File: config.mk
export PLATFORM = sky130hd
export DESIGN_NAME = multi_channel_phase_cordic
export DESIGN_NICKNAME = d
export VERILOG_FILES = /design/src/rtl/multi_channel_phase_cordic.sv
export SDC_FILE = /design/constraint.sdc
export NUM_CORES = 2
export LEC_CHECK = 0
export CAP_MARGIN = 20
export CORE_MARGIN = 3
export CORE_UTILIZATION = 40
export DETAILED_ROUTE_END_ITERATION = 6
export MAX_ROUTING_LAYER = met4
export PLACE_DENSITY_LB_ADDON = 0.15
export SLEW_MARGIN = 20
export SYNTH_ARGS = -nofsm -noshare
export SYNTH_HDL_FRONTEND = slang
export SYNTH_SLANG_ARGS = --single-unit
File: constraint.sdc
create_clock -name clock -period 19.4 [get_ports clock]
set_input_delay 3.88 -clock clock [delete_from_list [all_inputs] [get_ports clock]]
set_output_delay 3.88 -clock clock [all_outputs]
set_load 0.1 [all_outputs]
File: src/rtl/multi_channel_phase_cordic.sv
// N-channel phase extractor: snapshots every channel's complex sample and runs one
// shared iterative vectoring CORDIC over the unmasked channels, publishing all phases at once.
module multi_channel_phase_cordic #(
  parameter int unsigned N_CH = 4,
  parameter int unsigned IN_W = 28,
  parameter int unsigned PH_W = 16,
  parameter int unsigned ITER = 16
) (
  input  logic                   clock,
  input  logic                   reset,
  input  logic                   enable,
  input  logic [N_CH-1:0]        ch_mask,
  input  logic [N_CH*IN_W-1:0]   re_in,
  input  logic [N_CH*IN_W-1:0]   im_in,
  output logic [N_CH*PH_W-1:0]   phase_out,
  output logic                   valid,
  output logic                   busy,
  output logic                   overrun
);
  // Fraction bits below the input LSB keep shift truncation small for low-amplitude inputs;
  // z carries extra fraction bits so the rounded atan table adds no visible error.
  localparam int unsigned FRAC_W = 12;
  localparam int unsigned XW     = IN_W + 2 + FRAC_W;
  localparam int unsigned ZG     = 4;
  localparam int unsigned ZW     = PH_W + ZG;
  localparam int unsigned CH_W   = (N_CH > 1) ? $clog2(N_CH) : 1;
  localparam int unsigned IT_W   = $clog2(ITER);

  // atan(2^-i) scaled so that pi = 2^31
  localparam logic [31:0] ATAN_Q31 [32] = '{
    32'd536870912, 32'd316933406, 32'd167458907, 32'd85004756,
    32'd42667331,  32'd21354465,  32'd10680350,  32'd5340245,
    32'd2670163,   32'd1335087,   32'd667544,    32'd333772,
    32'd166886,    32'd83443,     32'd41722,     32'd20861,
    32'd10430,     32'd5215,      32'd2608,      32'd1304,
    32'd652,       32'd326,       32'd163,       32'd81,
    32'd41,        32'd20,        32'd10,        32'd5,
    32'd3,         32'd1,         32'd1,         32'd0
  };

  typedef enum logic [2:0] {S_IDLE, S_LOAD, S_ITER, S_STORE, S_DONE} state_t;

  state_t                  state, state_n;
  logic [CH_W-1:0]         ch;
  logic [IT_W-1:0]         iter_cnt;
  logic [N_CH-1:0]         mask_s;
  logic [N_CH*IN_W-1:0]    re_s, im_s;
  logic [N_CH*PH_W-1:0]    stage;
  logic signed [XW-1:0]    x, y;
  logic [ZW-1:0]           z;

  logic                    capture;
  logic [CH_W:0]           first_c, next_c;
  logic [IN_W-1:0]         re_cur, im_cur;
  logic signed [XW-1:0]    re_x, im_x, x_sh, y_sh;
  logic [ZW-1:0]           atan_c;
  logic [PH_W-1:0]         ph_c;

  // Lowest set mask bit at or above start, as {found, index}
  function automatic logic [CH_W:0] first_set(input logic [N_CH-1:0] m, input int start);
    logic [CH_W:0] r;
    r = '0;
    for (int k = int'(N_CH) - 1; k >= 0; k--)
      if (m[k] && k >= start) r = {1'b1, CH_W'(k)};
    return r;
  endfunction

  always_ff @(posedge clock or posedge reset) begin
    if (reset) state <= S_IDLE;
    else       state <= state_n;
  end

  always_comb begin
    state_n = state;
    capture = 1'b0;
    first_c = first_set(ch_mask, 0);
    next_c  = first_set(mask_s, int'(ch) + 1);
    case (state)
      S_IDLE: begin
        if (enable) begin
          capture = 1'b1;
          state_n = first_c[CH_W] ? S_LOAD : S_DONE;
        end
      end
      S_LOAD:  state_n = S_ITER;
      S_ITER:  if (iter_cnt == IT_W'(ITER - 1)) state_n = S_STORE;
      S_STORE: state_n = next_c[CH_W] ? S_LOAD : S_DONE;
      S_DONE:  state_n = S_IDLE;
      default: state_n = S_IDLE;
    endcase
  end

  // Current-channel operands and one micro-rotation's shifted terms
  always_comb begin
    re_cur = re_s[ch*IN_W +: IN_W];
    im_cur = im_s[ch*IN_W +: IN_W];
    re_x   = {{2{re_cur[IN_W-1]}}, re_cur, {FRAC_W{1'b0}}};
    im_x   = {{2{im_cur[IN_W-1]}}, im_cur, {FRAC_W{1'b0}}};
    x_sh   = x >>> iter_cnt;
    y_sh   = y >>> iter_cnt;
    atan_c = ZW'((33'(ATAN_Q31[5'(iter_cnt)]) + (33'd1 << (31 - ZW))) >> (32 - ZW));
    ph_c   = ((re_cur == '0) && (im_cur == '0)) ? '0
           : PH_W'((z + ZW'(1 << (ZG - 1))) >> ZG);
  end

  always_ff @(posedge clock or posedge reset) begin
    if (reset) begin
      ch        <= '0;
      iter_cnt  <= '0;
      mask_s    <= '0;
      re_s      <= '0;
      im_s      <= '0;
      stage     <= '0;
      x         <= '0;
      y         <= '0;
      z         <= '0;
      phase_out <= '0;
      valid     <= 1'b0;
      busy      <= 1'b0;
      overrun   <= 1'b0;
    end else begin
      valid   <= 1'b0;
      overrun <= enable && busy;
      if (capture) begin
        re_s   <= re_in;
        im_s   <= im_in;
        mask_s <= ch_mask;
        ch     <= first_c[CH_W-1:0];
        busy   <= 1'b1;
      end
      case (state)
        S_LOAD: begin
          iter_cnt <= '0;
          if (re_cur[IN_W-1]) begin
            x <= -re_x;
            y <= -im_x;
            z <= {1'b1, {(ZW-1){1'b0}}};
          end else begin
            x <= re_x;
            y <= im_x;
            z <= '0;
          end
        end
        S_ITER: begin
          iter_cnt <= iter_cnt + IT_W'(1);
          if (!y[XW-1]) begin
            x <= x + y_sh;
            y <= y - x_sh;
            z <= z + atan_c;
          end else begin
            x <= x - y_sh;
            y <= y + x_sh;
            z <= z - atan_c;
          end
        end
        S_STORE: begin
          stage[ch*PH_W +: PH_W] <= ph_c;
          if (next_c[CH_W]) ch <= next_c[CH_W-1:0];
        end
        S_DONE: begin
          for (int k = 0; k < int'(N_CH); k++)
            if (mask_s[k]) phase_out[k*PH_W +: PH_W] <= stage[k*PH_W +: PH_W];
          valid <= 1'b1;
          busy  <= 1'b0;
        end
        default: ;
      endcase
    end
  end
endmodule

==> results.txt <==
Status: complete, no violations
Row count: 105
Area growth from synthesis to layout: 16.43%
YS warnings: 0
Crit. End Element: flop
Setup_tns: 0 ns
Die span in x: 294.5 µm
Initial Util: 40.48%
Antenna viol nets, final: 0
Worst EP arrival: 7.89 ns
Final GP Congestion: 0.8864
Final setup violation count: 0
DRC: 0
Largest family of logic cells by synthesized area: simple AND/OR/NAND/NOR gates
Die ar.: 0.08672 mm²
CTS Buffer Depth: 3
Post-CTS Resized: 0
Clk Latency, worst-skew pair: 0.62 ns
Die H: 294.5 µm
Worst Skew: 0.01856 ns
Syn_nets: 4042
Iter 0 DRT Violations: 1966
Post CTS Setup Buffer Count: 0
Pins over their slew limit: 0
WP data required: 19.85 ns
Max Clk Rate: 134.6 MHz
Crit path cell chain: inv_1 > ha_1 > nand3b_1 > o211ai_1 > inv_1 > ha_1 > o2111ai_1 > a211oi_1 > xnor2_1 > a31oi_1 > nor3_1 > mux2i_1 > nor2_1 > a21oi_1 > xnor2_1 > ha_1 > a31o_2 > a41o_1 > o41ai_1 > nand4b_1 > a31oi_1 > a31oi_1 > xnor2_1 > o211ai_1
Nets: 4222
CTS Buf Count: 55
RSZ-0062 raised after global routing: no
CP Launch Type: flop
Port Buf Inserts: 297
Initial antenna violation count: 2
Vias in the first global route: 27510
CTS tree: yes
Hold Crit Class: reg -> reg
Rel. slew slack: 27.11%
Post-detail-place hpwl: 71490 µm
Root buf cell: clkbuf_16
Max-cap violations: 0
Final WL: 99390 µm
Mux cell area share after synthesis: 16.39%
Clock Pin Slew Worst Setup and Hold Paths: 0.06 ns
Buf+Inv Stages, Crit Path: 2
Tcrit/Tclk final: 38.30%
Adder-Cell Fraction of Synth Area: 4.804%
Post-Syn Area per Cell: 9.033 µm²
Largest delay contributor family on the critical path: compound AO/OA/AOI/OAI gates
H-tree depth: 2
Synthesized cell area: 0.03329 mm²
CTS Hold Bufs: 0
GRT Total Usage: 23.27%
Remaining global-route overflow: 0
Tmin final: 7.430 ns
Yosys reg bits: 472
CP max stage cell: dfrtp_4
Clk sink count: 472
Synth Instances: 3685
Largest net degree at the start of global routing: 154
Slew at the pin closest to its max-slew limit: 1.092 ns
DRT Pass-1 Iters: 6
Main synth FF type: dfrtp_1
Seq/Total Area, Yosys: 35.48%
Xor and xnor area share after synthesis: 6.645%
Post-synth cell types: 94
Crit path max fanout: 64
Synth async-reset ratio: 100.0%
I/O pin count: 298
CP peak stage delay: 1.05 ns
Post-synth EDFFs: 0
WS Path Type: reg -> reg
Share of layout cells above drive strength 1: 10.88%
Vias: 27970
Core Area: 0.08224 mm²
Routed wire length per instance: 19.97 µm
Synth Area in Compound Gates: 14.18%
Post-synthesis simple-gate area fraction: 18.64%
Final Hold Vio Count: 0
Via density: 5.619
First-pass GRT wire length: 157200 µm
## per-stage QoR
step | worst slack [ns] | util (%) | std cells | hold slack, ns | instance area (µm²)
3_5_place_dp | 11.77 | 44.88 | 4878 | 0.4549 | 36910
5_1_grt | 11.38 | 47.12 | 4977 | 0.4865 | 38760
6_report | 11.97 | 47.12 | 4977 | 0.4630 | 38760
4_1_cts | 11.74 | 47.11 | 4976 | 0.4689 | 38750
2_1_floorplan | 2.354 | - | 3685 | 0.4373 | 33290
3_3_place_gp | 11.77 | 44.88 | 4878 | 0.4516 | 36910
## final timing paths
kind / slack [ns] / depth (start not counted) / start / end
setup / recovery: 11.97 / 24 / iter_cnt[0]$_DFFE_PP0N_ / z[19]$_DFFE_PP0N_
hold / removal: 0.46 / 2 / re_s[39]$_DFFE_PP0P_ / re_s[39]$_DFFE_PP0P_
setup reg to reg: 11.97 / 24 / iter_cnt[0]$_DFFE_PP0N_ / z[19]$_DFFE_PP0N_
hold reg to reg: 0.46 / 2 / re_s[39]$_DFFE_PP0P_ / re_s[39]$_DFFE_PP0P_
max in group asynchronous: 13.25 / 4 / reset / ch[0]$_DFF_PP0_
min in group asynchronous: 3.83 / 2 / reset / im_s[9]$_DFFE_PP0P_
## Yosys cell counts (all sizes together), types with 7 or more instances
cell / number / share of area, %
a22o: 7 / 0.18
a41oi: 10 / 0.26
ha: 123 / 4.6
nand2b: 26 / 0.51
a21oi: 252 / 3.8
nand4: 16 / 0.30
o31ai: 17 / 0.42
nor2: 164 / 1.8
xor2: 126 / 3.3
mux4: 151 / 10
mux2i: 77 / 2.3
nor3: 58 / 0.93
inv: 77 / 0.87
o22ai: 60 / 1.1
dfrtp: 472 / 35
a211oi: 14 / 0.33
o21bai: 12 / 0.27
o21ai: 205 / 3.1
nand2: 991 / 11
nor4: 18 / 0.49
and3: 20 / 0.38
a21o: 41 / 0.92
a31oi: 40 / 0.75
o21a: 22 / 0.50
buf: 75 / 1.3
nand3: 42 / 0.65
o211ai: 19 / 0.43
xnor2: 124 / 3.3
nor2b: 14 / 0.26
mux2: 109 / 3.7
or3: 14 / 0.26
or2: 16 / 0.30
nor3b: 10 / 0.27
clkbuf: 127 / 1.6
and2: 28 / 0.53
## cells in the final DEF, fill, tap and decap left out, drive strengths merged, types with 14 or more instances in the layout
cell	count
a31oi	40
buf	28
nand4	16
ha	123
a21o	41
or3	14
clkdlybuf4s50	297
o21a	22
and3	20
o31ai	17
and2	28
nand2	991
nand2b	26
nor3	58
xor2	126
xnor2	124
nor2	164
mux4	151
nand3	42
mux2i	77
dfrtp	472
a21oi	252
o22ai	60
a211oi	14
inv	77
clkbuf	82
nor2b	14
o21ai	205
or2	16
o211ai	19
mux2	109
nor4	18
clkinv	14
## area by class of cell
cell class | instances | area, µm²
Sequential cell | 472 | 11830
Antenna cell | 1 | 2.502
Timing Repair Buffer | 325 | 3216
Clock buffer | 82 | 1669
Multi-Input combinational cell | 2932 | 20230
Inverter | 79 | 304.0
Clock inverter | 16 | 163.9
Tap cell | 1070 | 1339
Fill cell | 7981 | 43490
## worst register-to-register path, cell delays in order (launching register included)
cell	delay (ns)
dfrtp_4	1.05
inv_1	0.57
ha_1	0.39
nand3b_1	0.09
o211ai_1	0.11
inv_1	0.10
ha_1	0.21
o2111ai_1	0.32
a211oi_1	0.69
xnor2_1	0.19
a31oi_1	0.12
nor3_1	0.62
mux2i_1	0.26
nor2_1	0.05
a21oi_1	0.16
xnor2_1	0.14
ha_1	0.31
a31o_2	0.27
a41o_1	0.22
o41ai_1	0.56
nand4b_1	0.23
a31oi_1	0.14
a31oi_1	0.26
xnor2_1	0.15
o211ai_1	0.09
## logic make-up after synthesis
family | count (synthesis)
AO/OA/AOI/OAI | 774
multiplexers | 337
flip-flops | 472
buffers and inverters | 281
XOR/XNOR | 251
adder cells (fa/ha/maj) | 126
AND/OR/NAND/NOR | 1444
## layer usage
metal	wire length [µm]	share of wire (%)	GRT usage, %
met5	0	0	-
met4	2141	2.2	5.368
met3	5260	5.3	3.323
met2	45420	46	35.81
met1	46570	47	32.63
## sequential cells by signal, indices dropped and copies added, names as in the netlist, 2 cells and up
name	flops
im_s	112
re_s	112
phase_out	64
stage	64
x	42
y	42
z	20
iter_cnt	4
mask_s	4
state	3
ch	2
Power is not shown: default switching activity piles up to over one toggle a cycle in this logic, so the estimate is an artifact.
